[config.mk]
export PLATFORM = sky130hd
export DESIGN_NAME = branch_resolve_unit
export DESIGN_NICKNAME = d
export VERILOG_FILES = /design/src/rtl/branch_resolve_unit.sv
export SDC_FILE = /design/constraint.sdc
export NUM_CORES = 1
export LEC_CHECK = 0
export ABC_AREA = 1
export BUFFER_PORTS_ARGS = -buffer_cell sky130_fd_sc_hd__buf_2
export CORE_MARGIN = 2
export CORE_UTILIZATION = 48
export DETAILED_ROUTE_END_ITERATION = 8
export HOLD_SLACK_MARGIN = 0.06
export PLACE_DENSITY = 0.87
export REMOVE_ABC_BUFFERS = 1
export SLEW_MARGIN = 20
export SYNTH_ARGS = -nofsm -noshare
export SYNTH_HDL_FRONTEND = slang
export SYNTH_SLANG_ARGS = --single-unit
[constraint.sdc]
create_clock -name clk -period 1.7 [get_ports clk]
set_input_delay 0.34 -clock clk [delete_from_list [all_inputs] [get_ports clk]]
set_output_delay 0.34 -clock clk [all_outputs]
set_load 0.03 [all_outputs]
[src/rtl/branch_resolve_unit.sv]
// Branch resolve unit: evaluates branch conditions, trains a 2-bit BHT,
// and reports redirect, mispredict and flush along with resolve statistics.
module branch_resolve_unit #(
    parameter int DATA_W    = 32,
    parameter int BHT_DEPTH = 16,
    parameter int CNT_W     = 16,
    localparam int IDX_W    = $clog2(BHT_DEPTH)
) (
    input  logic              clk,
    input  logic              reset,
    input  logic              inBranch,
    input  logic              inStall,
    input  logic [2:0]        inCond,
    input  logic [DATA_W-1:0] inDataA,
    input  logic [DATA_W-1:0] inDataB,
    input  logic [IDX_W-1:0]  inResolveIdx,
    input  logic              inPredictedTaken,
    input  logic [IDX_W-1:0]  inPredictIdx,
    output logic              outPredictTaken,
    output logic              outPCSrc,
    output logic              outMispredict,
    output logic              outFlush,
    output logic [CNT_W-1:0]  outBranchCount,
    output logic [CNT_W-1:0]  outMispredictCount
);

    logic [1:0] bht [BHT_DEPTH];
    logic       taken;
    logic       reserved;
    logic       mispredict;
    logic       a_neg;
    logic       a_zero;
    logic [1:0] entry;
    logic [1:0] stepped;

    assign a_neg  = inDataA[DATA_W-1];
    assign a_zero = (inDataA == '0);

    always_comb begin
        taken    = 1'b0;
        reserved = 1'b0;
        case (inCond)
            3'b000:  taken = (inDataA == inDataB);
            3'b001:  taken = (inDataA != inDataB);
            3'b010:  taken = a_neg | a_zero;
            3'b011:  taken = ~a_neg & ~a_zero;
            3'b100:  taken = a_neg;
            3'b101:  taken = ~a_neg;
            default: reserved = 1'b1;
        endcase
    end

    assign mispredict = (taken != inPredictedTaken);

    // Saturating step of the 2-bit counter being resolved
    assign entry = bht[inResolveIdx];
    always_comb begin
        stepped = entry;
        if (taken) begin
            if (entry != 2'b11)
                stepped = entry + 2'd1;
        end else begin
            if (entry != 2'b00)
                stepped = entry - 2'd1;
        end
    end

    assign outPredictTaken = bht[inPredictIdx][1];

    always_ff @(posedge clk or negedge reset) begin
        if (!reset) begin
            outPCSrc           <= 1'b0;
            outMispredict      <= 1'b0;
            outFlush           <= 1'b0;
            outBranchCount     <= '0;
            outMispredictCount <= '0;
            for (int i = 0; i < BHT_DEPTH; i++)
                bht[i] <= 2'b01;
        end else if (!inStall) begin
            outPCSrc      <= inBranch & taken;
            outMispredict <= inBranch & mispredict;
            outFlush      <= inBranch & mispredict;
            if (inBranch) begin
                if (outBranchCount != '1)
                    outBranchCount <= outBranchCount + CNT_W'(1);
                if (mispredict && outMispredictCount != '1)
                    outMispredictCount <= outMispredictCount + CNT_W'(1);
                if (!reserved)
                    bht[inResolveIdx] <= stepped;
            end
        end
    end

endmodule

# Yosys cells after proc, flatten, opt, wreduce, memory -nomap -nowiden
# Index checks and enable logic that the tools add are counted.
# word_totals
regBits	66
output_inout_bits	36
# classes
add_sub_neg	4
magnitude_cmp	3
n_eq_ne	11
mux	13
bitwise_logic	9
n_reduce_logical	9
# ops
cell	count
$add 16x1->16 const B	2
$bwmux 32	1
$eq 32x32->1	1
$logic_not 32->1	1
$ne 16x16->1 const B	2
$ne 32x32->1	1
$bmux 2 s4	2
$mux 2	8
$ge 5x5->1 const B	2
$not 4->5	2
$reduce_and 3->1	3
$demux 2 s4	1
$eq 3x2->1 const B	2
$eq 3x3->1 const B	2
$pmux 1 s6	1
$reduce_or 6->1	1
$lt 5x1->1 const B	1
$and 1x1->1	3
$eq 3x1->1 const B	1
$logic_not 3->1	1
$not 1->1	3
$add 2x1->2 const B	1
$logic_and 1x1->1	2
$ne 2x2->1 const B	1
4 further kinds	4

# Logic depth before layout (Yosys ltp)
# Gate-level depths: netlist of run 1.
# logic_depth
ltp_word	8
ltp_mapped	18
mapped_depth_nobuf	17

# Worst setup path before layout of run 1
# OpenSTA, ideal clock, no wires.
# synth_timing
path_type	input to output
startpoint	input inPredictIdx[0]
endpoint	output outPredictTaken
arrival_ps	1844
required_ps	1360
path_slack_ps	-484
path_stages	5
n_path_buf	2
path_cell_list	clkbuf_1 > clkbuf_1 > a21oi_1 > o211a_1 > o31ai_1
# synth_between
elab_chain_len	4
# synth_lines
item	line	rtl
start, declared	18	input logic [IDX_W-1:0] inPredictIdx,
$not 4->5 (implied by the code)	68	assign outPredictTaken = bht[inPredictIdx][1];
$bmux 2 s4	68	
$mux 2 (implied by the code) (2 in series)	68	
end, declared	19	output logic outPredictTaken,
# No other way between the ends. The select of a mux whose other input is x is not followed.

# Worst setup path after layout of run 1
# layout_timing
startpoint	register bht[11] (netlist name)
endpoint	output outPredictTaken
# layout_between
elab_chain_len	3
# layout_lines
item	line	rtl
start, declared	27	logic [1:0] bht [BHT_DEPTH];
start signal, assigned by index	89	bht[inResolveIdx] <= stepped;
$bmux 2 s4	68	
$mux 2 (implied by the code) (2 in series)	68	
# No other way between the ends. The select of a mux whose other input is x is not followed.

==> qor.yml, run 1 <==
synth_common_cells: "nand2_1 (196), nor2_1 (73), inv_1 (61)"
drt_pass1_iterations: 7
clk_pin_slew_ns: 0.07
die-area_um2: 9790
maxCapViolations: 0
final_util_pct: 73.3
fillerInstances: 565
grt_pass1_vias: 4815
yosys.area_share.adder_pct: 0.578
critPathMaxFanout: 2
syn_area_per_cell_um2: 7.12
hpwlAfterDp_um: 9320
p_leak_nw: 3.24
max-vdd-ir-drop_uv: 1010
synth-edff-count: 0
power.density_nw_per_um2: 938
slew_viol_final: 0
violations: "negative setup slack"
syn2layout_area_growth_pct: 47.8
drc: 0
yosys.area_share.simple_pct: 32.4
clock_latency_ns: 0.35
fin_nets: 870
drive_gt1_share_pct: 43.3
viasPerCell: 5.54
root_buffer: "clkbuf_8"
htree_levels: 3
cts_tree: "done"
hold_slack_ns: 0.296
ys.flop_type: "dfrtp_1"
synth-seq-cells: 66
initial_core_util_pct: 49.6
fin_crit_sh_pct: 114
cp-end-kind: "output port"
setup-tns-final_ns: -2.13
period_needed_ns: 1.94
wire_per_inst_um: 16.5
synth.most_common_cell: "nand2_1"
synth.area.top_cells: "dfrtp_1 (29%), nand2_1 (17%), dfstp_2 (9.7%), nor2_1 (6.3%), xnor2_1 (6.3%)"
grt_max_degree: 67
grt_usage_pct: 26.4
finalWorstSetupSlack_ns: -0.241
synth_top_area_cell: "dfrtp_1"
crit_arrival_ns: 1.60
synth_top_area_share_pct: 28.9
synth_xor_area_share_pct: 10.1
die_h_um: 99.0
drtIter0Drc: 375
cts.path.max_buffers: 2
synthesis.area_um2: 4330
coreArea_um2: 8720
cp.required_ns: 1.36
synth.area.mux_share_pct: 0.260
synth_top_family_by_area: "simple AND/OR/NAND/NOR gates"
diodes: 0
max_freq_mhz: 515
core.rowCount: 34
synth-async-reset-ratio_pct: 100
holdCritPathClass: "input port to flop"
cts_buffers: 9
ys_warn_count: 0
port_buffers: 115
rsz0062_at_grt: "true"
max_slew.worst_pin.slew_ns: 0.384
io_pins: 116
synth_cells: 608
antenna_found_initial: 0
grt_overflow_total: 0
grt_pass1_wl_um: 21200
vias: 4996
synth_compound_area_share_pct: 10.4
critical_path_class: "flop to output port"
slew_headroom_pct: 74.2
setup_viol: 34
startpoint_type: "flop"
finClkSkew_ns: 0.0142
numClockSinks: 66
status: "complete, but fails checks"
wl_um: 14900
yosysSeqAreaShare_pct: 38.6
hold_viol_final: 0
synth_cell_type_count: 37
die_x_um: 99.0
drtAntennaViolNets: 0
gp_congestion: 0.985
==> worst max-delay path, cell delays in order (launching register included) <==
cell and delay, ns:
dfrtp_1 0.37, inv_2 0.05, buf_4 0.10, nor2_1 0.04
a21oi_2 0.16, o21ai_2 0.09, o221ai_2 0.17, o31ai_2 0.09
buf_4 0.17
==> cells by family after synthesis <==
group,after synthesis
AOI/OAI and AO/OA,77
xor gates and xnor gates,50
adders and majority gates,2
buffers and inverters,78
DFF,66
muxes,1
and+or+nand+nor,334
==> worst paths after layout <==
check / from / endpoint / slack [ns] / cells past startpoint
min in group asynchronous: reset / bht[11] / 0.53 / 3
min reg2reg: bht[4] / bht[4] / 0.49 / 2
max reg2reg: outMispredictCount[0] / outMispredictCount[14] / -0.11 / 9
max: bht[11] / outPredictTaken / -0.24 / 8
min: inStall / outFlush / 0.30 / 3
max in group asynchronous: reset / bht[20] / 0.83 / 3
==> layer usage <==
metal	vias up	part of all wire [%]	GRT usage, %
li1	2297	-	-
met1	2355	38	31.4
met2	278	51	45.2
met3	66	7.3	6.88
met4	0	3.6	11.2
met5	-	0	0
==> repair_timing <==
action,4_1_cts,5_1_grt
hold buffers,1,0
hold endpoints to repair,50,0
pin swaps,12,76
buffers inserted,3,12
cloned,1,4
endpoints found under the setup margin,51,57
resized for setup,21,150
==> per-stage QoR <==
step / cell area [um^2] / total power, mW / cells / setup WS [ns]
final: 6400 / 6.00 / 901 / -0.241
after global routing: 6400 / 6.26 / 901 / -0.338
after CTS: 5710 / 5.53 / 887 / -0.273
after detailed placement: 5360 / 3.86 / 866 / -0.375
after global placement: 5360 / 3.77 / 866 / -0.269
after floorplan: 4250 / 3.03 / 596 / -0.521
==> placed cells by master (no fill, tap or decap), types with 4 or more instances in the layout <==
master,n
nand2_4,16
dfstp_2,16
xnor2_1,21
inv_2,11
nor2_4,8
o22ai_1,4
nor3_1,6
nand3_1,13
buf_6,8
nand2_2,39
nand4_1,18
o21ai_0,25
nor2_2,13
nand2_1,148
o21ai_1,17
clkbuf_8,9
xnor2_2,10
nor3_2,4
xor2_1,19
buf_4,55
nor2_1,56
nand3_2,4
dfrtp_1,49
a22oi_1,4
inv_1,54
o21ai_2,7
a21oi_1,8
buf_12,4
buf_2,108
a22oi_2,4
==> registers in the layout, summed over array words and instances, names as in the netlist <==
name / count
bht: 32
outMispredictCount: 16
outBranchCount: 16
outFlush: 1
outPCSrc: 1
==> area by class of cell <==
class	instances	area (um^2)	share of cell area, %
clock buffer	11	131	2.05
clock inverter	5	103	1.60
inverter	66	250	3.91
multi-input combinational	465	2880	45.0
sequential	66	1670	26.2
tap	108	135	2.11
timing repair buffer	180	1220	19.1
==> power by group <==
part	switching (mW)	internal [mW]
logic	1.30	0.984
clock network	0.627	0.973
registers	0.197	1.92
total	2.12	3.87
(Power assumes the default switching activity.)
==> inputs of run 2 (changes only) <==
--- a/config.mk
+++ b/config.mk
@@ -5,10 +5,9 @@
 export SDC_FILE = /design/constraint.sdc
 export NUM_CORES = 1
 export LEC_CHECK = 0
-export ABC_AREA = 1
 export BUFFER_PORTS_ARGS = -buffer_cell sky130_fd_sc_hd__buf_2
 export CORE_MARGIN = 2
-export CORE_UTILIZATION = 48
+export CORE_UTILIZATION = 47
 export DETAILED_ROUTE_END_ITERATION = 8
 export HOLD_SLACK_MARGIN = 0.06
 export PLACE_DENSITY = 0.87
==> run 2 against run 1 <==
Power decreased by 20%. Critical endpoint is now outMispredictCount[11]. Non-clock buffer count rose by 35. Cell count decreased by 28%. Clock skew fell by 0.0019 ns. Combinational power fell by 28%. The flow still finishes with violations (negative setup slack). Global-route usage increased by 1.0 points.
==> qor.yml, run 2 <==
switching_share_pct: 33.2  # -2.2 points
diodes: 0  # unchanged
rsz0062_at_grt: "true"
synth.most_common_cell: "dfrtp_1"
reg2reg_depth: 4  # -5
r2r-end: "bht[1]"
cts.path.max_buffers: 2  # unchanged
use_met1_pct: 30.4  # -0.94 points
holdCritPathClass: "input port to flop"
finClkSkew_ns: 0.0123  # -0.00195 ns
yosysSeqAreaShare_pct: 43.9  # +5.3 points
fillerInstances: 527  # -6.7%
syn_area_per_cell_um2: 11.6  # +63%
synthesis.area_um2: 3800  # -12%
cp.required_ns: 1.93  # +0.57 ns
comb_power_share_pct: 34.2  # -3.9 points
cp-end-kind: "flop"
grt_overflow_total: 0  # unchanged
largest_reg_flops: 32  # unchanged
root_buffer: "clkbuf_8"
total_power_mw: 4.81  # -20%
maxCapViolations: 0  # unchanged
synth.area.top_cells: "dfrtp_1 (33%), dfstp_2 (11%), xor2_1 (10%), mux2_2 (10%), mux4_2 (8.9%)"
grt_pass1_wl_um: 18400  # -13%
synth_cell_type_count: 39  # +5.4%
port_buffers: 115  # unchanged
hold_depth: 4  # +1
startpoint_type: "input port"
slew_headroom_pct: 73.3  # -0.93 points
use_met3_pct: 5.62  # -1.3 points
reg.largest.list: "bht (32), outBranchCount (16), outMispredictCount (16)"
status: "complete, but fails checks"
violations: "negative setup slack"
clock_latency_ns: 0.34  # about the same
grt_pass1_vias: 3861  # -20%
viasPerCell: 5.51  # -0.64%
numClockSinks: 66  # unchanged
setup_viol: 65  # +91%
r2r_setup_slack_ns: -0.63  # -0.52 ns
power.density_nw_per_um2: 824  # -12%
endpoint: "outMispredictCount[11]"
synth_top_area_share_pct: 32.9  # +4.0 points
core.rowCount: 32  # -5.9%
hpwlAfterDp_um: 8050  # -14%
drtIter0Drc: 125  # -67%
wire_per_inst_um: 18.1  # +9.8%
ys_warn_count: 0  # unchanged
cts_buffers: 9  # unchanged
mostFrequentLayoutCell: "buf_2"
critPathMaxFanout: 7  # +5
synth-seq-cells: 66  # unchanged
die_x_um: 94.0  # -5.0%
antenna_found_initial: 0  # unchanged
cts_tree: "done"
io_pins: 116  # unchanged
timing.rr.start: "bht[29]"
synth-edff-count: 0  # unchanged
coreArea_um2: 7770  # -11%
clk_pin_slew_ns: 0.07  # about the same
power_frac_seq_pct: 40.3  # +5.0 points
drive_gt1_share_pct: 62.2  # +19 points
die_h_um: 94.0  # -5.0%
largest-register: "bht"
synth-async-reset-ratio_pct: 100  # unchanged
p_leak_nw: 2.91  # -10%
max-vdd-ir-drop_uv: 818  # -19%
regArea_um2: 1670  # about the same
final_cell_mix: "buf_2 (106), buf_4 (89), dfrtp_1 (50)"
synth_common_cells: "dfrtp_1 (50), xor2_1 (45), mux2_2 (34)"
syn2layout_area_growth_pct: 53.6
gp_congestion: 0.996  # +1.2%
finalWorstSetupSlack_ns: -0.710  # -0.469 ns
use_met2_pct: 50.4  # +5.2 points
fin_nets: 627  # -28%
drt_pass1_iterations: 4  # -3
grt_max_degree: 52  # -22%
period_needed_ns: 2.41  # +0.469 ns
vias: 3592  # -28%
cp-startpoint: "inDataB[10]"
multi_input_area_um2: 2390  # -17%
grt-busiest-layer: "met2"
crit_arrival_ns: 2.64  # +1.04 ns
htree_levels: 3  # unchanged
ys.flop_type: "dfrtp_1"
fin_crit_sh_pct: 142  # +28 points
synth_cells: 328  # -46%
wl_um: 11800  # -21%
slew_viol_final: 0  # unchanged
die-area_um2: 8830  # -9.8%
drtAntennaViolNets: 0  # unchanged
drc: 0  # unchanged
grt_usage_pct: 27.4  # +1.0 points
power.switching_mw: 1.60  # -25%
synth_top_area_cell: "dfrtp_1"
max_slew.worst_pin.slew_ns: 0.401  # +0.0169 ns
clkPwrFrac_pct: 25.5  # -1.2 points
critical_path_class: "input port to flop"
hold_viol_final: 0  # unchanged
hold_slack_ns: 0.357  # +0.0615 ns
initial_core_util_pct: 49.0  # -0.66 points
max_freq_mhz: 415  # -19%
p_int_mw: 3.21  # -17%
-- run 2: cell types whose count changed after synthesis, moves of 18 or more --
cell and delta:
nand2_1 -172, nor2_1 -57, inv_1 -56, o21ai_0 -38, mux2_2 +33, xor2_1 +26, xnor2_1 -18
-- run 2: power by group through the flow --
stage / Combinational (mW) / Sequential (mW) / Clock [mW]
global placement: 1.37 / 1.93 / 0
detailed placement: 1.43 / 1.95 / 0
floorplan: 0.426 / 2.24 / 0
finish: 1.64 / 1.94 / 1.23
global route: 1.74 / 1.96 / 1.34
CTS: 1.58 / 1.93 / 1.25
-- run 2: repair_timing --
action | CTS | global route
buffers inserted | 6 | 5
gates cloned | 3 | 0
setup endpoints to repair | 60 | 65
pin swaps | 44 | 39
endpoints found under the hold margin | 11 | 0
hold buffers | 1 | 0
gates resized for setup | 51 | 31
-- run 2: final cells by class --
type | instances | share of cell area, %
clock buffer | 14 | 2.96
clock inverter | 2 | 0.214
inverter | 5 | 0.321
multi-input combinational | 248 | 40.9
sequential | 66 | 28.6
tap | 102 | 2.18
timing repair buffer | 215 | 24.8
-- run 2: how the worst min path moves through the flow --
stage	start	end	slack (ns)
6_report	inStall	outFlush	0.36
2_1_floorplan	reset	bht[11]	0.04
5_1_grt	inStall	outPCSrc	0.36
3_3_place_gp	reset	bht[15]	0.28
4_1_cts	inStall	outPCSrc	0.35
3_5_place_dp	reset	bht[15]	0.29
-- run 2: critical path, cell delays in order --
cell      delay [ns]
buf_6           0.09
xor2_1          0.15
nor4_2          0.32
nand4_1         0.19
or3_4           0.41
a211oi_2        0.18
a311o_2         0.21
xnor2_4         0.14
or4_4           0.46
xnor2_2         0.14
-- run 2: kinds of logic (layout without fill, tap and decap cells) --
group,after synthesis,in the layout,synth area share (%)
flip-flops,66,66,43.9
adder cells (fa/ha/maj),4,6,1.18
XOR/XNOR,60,60,14.2
buffers and inverters,16,236,1.94
AND/OR/NAND/NOR,121,121,17.3
AO/OA/AOI/OAI,10,10,1.91
multiplexers,51,51,19.5
-- run 2: through the flow --
| stage | worst slack (ns) | cell area [um^2] | TNS [ns] | instances | utilization (%) |
|---|---|---|---|---|---|
| after floorplan | -0.949 | 3750 | -39.23 | 317 | - |
| after global placement | -1.18 | 5120 | -54.88 | 621 | 65.9 |
| after detailed placement | -1.24 | 5120 | -59.45 | 621 | 65.9 |
| after CTS | -0.705 | 5670 | -32.67 | 647 | 73.0 |
| after global routing | -0.767 | 5840 | -37.62 | 652 | 75.2 |
| final | -0.710 | 5840 | -33.02 | 652 | 75.2 |
-- run 2: routing by layer --
metal | up-vias | wire length, um
met5 | - | 0
li1 | 1643 | -
met4 | 0 | 341
met2 | 153 | 6360
met3 | 34 | 729
met1 | 1762 | 4360
==> inputs of run 3 (changes only) <==
--- a/config.mk
+++ b/config.mk
@@ -12,6 +12,7 @@
 export HOLD_SLACK_MARGIN = 0.06
 export PLACE_DENSITY = 0.87
 export REMOVE_ABC_BUFFERS = 1
+export SKIP_LAST_GASP = 1
 export SLEW_MARGIN = 20
 export SYNTH_ARGS = -nofsm -noshare
 export SYNTH_HDL_FRONTEND = slang
==> run 3 against run 2 <==
The flow still finishes with violations (negative setup slack). Setup slack improved by 0.0027 ns. Cell count unchanged. Core utilization down 0.15 points. Highest routed layer unchanged.
==> qor.yml, run 3 (synthesis gave the netlist of run 2 again) <==
status: "complete, but fails checks"
violations: "negative setup slack"
setup_viol: 62  # -4.6%
final_cell_mix: "buf_2 (106), buf_4 (90), dfrtp_1 (50)"
reg.largest.list: "bht (32), outBranchCount (16), outMispredictCount (16)"
grt_pass1_vias: 3859  # -0.052%
slew_viol_final: 0  # unchanged
holdCritPathClass: "input port to flop"
cts_tree: "done"
core.rowCount: 32  # unchanged
use_met2_pct: 50.4  # unchanged
place_inst: 621  # unchanged
cts_buffers: 9  # unchanged
wire_per_inst_um: 18.1  # -0.11%
die_h_um: 94.0  # unchanged
grt-busiest-layer: "met2"
period_needed_ns: 2.41  # -0.00267 ns
grt_max_degree: 52  # unchanged
cts.path.max_buffers: 2  # unchanged
clk_pin_slew_ns: 0.07  # about the same
diodes: 0  # unchanged
power.density_nw_per_um2: 826  # +0.34%
grt_overflow_total: 0  # unchanged
die-area_um2: 8830  # unchanged
largest_reg_flops: 32  # unchanged
max_slew.worst_pin.slew_ns: 0.402  # +0.00142 ns
numClockSinks: 66  # unchanged
io_pins: 116  # unchanged
fin_nets: 627  # unchanged
vias: 3599  # +0.19%
viasPerCell: 5.52  # +0.19%
grt_usage_pct: 27.4  # unchanged
hold_depth: 4  # unchanged
hpwlAfterDp_um: 8050  # unchanged
mostFrequentLayoutCell: "buf_2"
finalWorstSetupSlack_ns: -0.708  # +0.00267 ns
p_leak_nw: 2.90  # about the same
use_met3_pct: 5.62  # unchanged
cp.required_ns: 1.94  # about the same
hold_viol_final: 0  # unchanged
root_buffer: "clkbuf_8"
critPathMaxFanout: 7  # unchanged
drive_gt1_share_pct: 62.0  # -0.18 points
fin_crit_sh_pct: 142  # -0.16 points
drt_pass1_iterations: 4  # unchanged
maxCapViolations: 0  # unchanged
drc: 0  # unchanged
max-vdd-ir-drop_uv: 846  # +3.4%
slew_headroom_pct: 73.2  # -0.094 points
coreArea_um2: 7770  # unchanged
r2r-end: "bht[1]"
finClkSkew_ns: 0.0141  # +0.00178 ns
use_met1_pct: 30.4  # unchanged
syn2layout_area_growth_pct: 53.3
htree_levels: 3  # unchanged
drtIter0Drc: 131  # +4.8%
gp_congestion: 0.996  # unchanged
critical_path_class: "input port to flop"
largest-register: "bht"
hold_slack_ns: 0.351  # -0.00575 ns
port_buffers: 115  # unchanged
reg2reg_depth: 4  # unchanged
max_freq_mhz: 415  # +0.11%
cp-end-kind: "flop"
clock_latency_ns: 0.35  # about the same
min_to: "outFlush"
drtAntennaViolNets: 0  # unchanged
layoutNonFillerInstCount: 652  # unchanged
hold_start: "inStall"
initial_core_util_pct: 49.0  # unchanged
crit_arrival_ns: 2.64  # about the same
antenna_found_initial: 0  # unchanged
wl_um: 11800  # -0.11%
r2r_setup_slack_ns: -0.64  # about the same
timing.rr.start: "bht[29]"
grt_pass1_wl_um: 18400  # unchanged
rsz0062_at_grt: "true"
die_x_um: 94.0  # unchanged
startpoint_type: "input port"
## run 3: what timing repair did
item / in CTS / in global routing
setup buffers: 6 / 5
hold endpoints to repair: 11 / 0
endpoints found under the setup margin: 60 / 65
hold buffers: 1 / 0
gates cloned: 3 / 0
pin swaps: 44 / 38
gates resized for setup: 51 / 29
## run 3: worst max path at each step
stage	startpoint	endpoint	slack, ns
finish	inDataB[10]	outMispredictCount[11]	-0.71
global route	inDataA[16]	outMispredictCount[14]	-0.77
CTS	inDataB[10]	outMispredictCount[11]	-0.71
detailed placement	inDataA[9]	bht[13]	-1.24
global placement	inDataA[25]	outMispredictCount[11]	-1.18
floorplan	inDataA[21]	outMispredictCount[11]	-0.95
## run 3: metal layers
layer	part of all wire, %	up-vias	routed length, um
li1	-	1641	-
met3	5.6	33	658
met1	38	1769	4440
met5	0	-	0
met4	2.6	0	309
met2	54	156	6380
## run 3: cell type report
class | instances | area, um^2
clock inverters | 2 | 12.5
fillers | 524 | 1940
repair buffers | 215 | 1450
multi-input cells | 248 | 2380
clock buffers | 14 | 173
flip-flops and latches | 66 | 1670
inverters | 5 | 18.8
well taps | 102 | 128
## run 3: worst max-delay path: stages
cell      delay (ns)
buf_6           0.09
xor2_1          0.15
nor4_2          0.32
nand4_1         0.19
or3_4           0.41
a211oi_2        0.18
a311o_2         0.21
xnor2_4         0.14
or4_4           0.46
xnor2_2         0.14
## run 3: where the power goes
group          leakage [nW]  total (mW)  switching, mW  internal, mW
Combinational          1.97        1.64          0.889         0.749
Sequential            0.840        1.94          0.131          1.81
Clock                0.0927        1.24          0.590         0.648
Total                  2.90        4.82           1.61          3.21
## run 3: through the flow
| stage | setup slack (ns) | total power [mW] | setup TNS, ns | utilization (%) | area, um^2 |
|---|---|---|---|---|---|
| after floorplan | -0.949 | 2.66 | -39.23 | - | 3750 |
| after global placement | -1.18 | 3.30 | -54.88 | 65.9 | 5120 |
| after detailed placement | -1.24 | 3.39 | -59.45 | 65.9 | 5120 |
| after CTS | -0.705 | 4.76 | -32.67 | 73.0 | 5670 |
| after global routing | -0.767 | 5.03 | -37.61 | 75.1 | 5830 |
| final | -0.708 | 4.82 | -32.70 | 75.1 | 5830 |
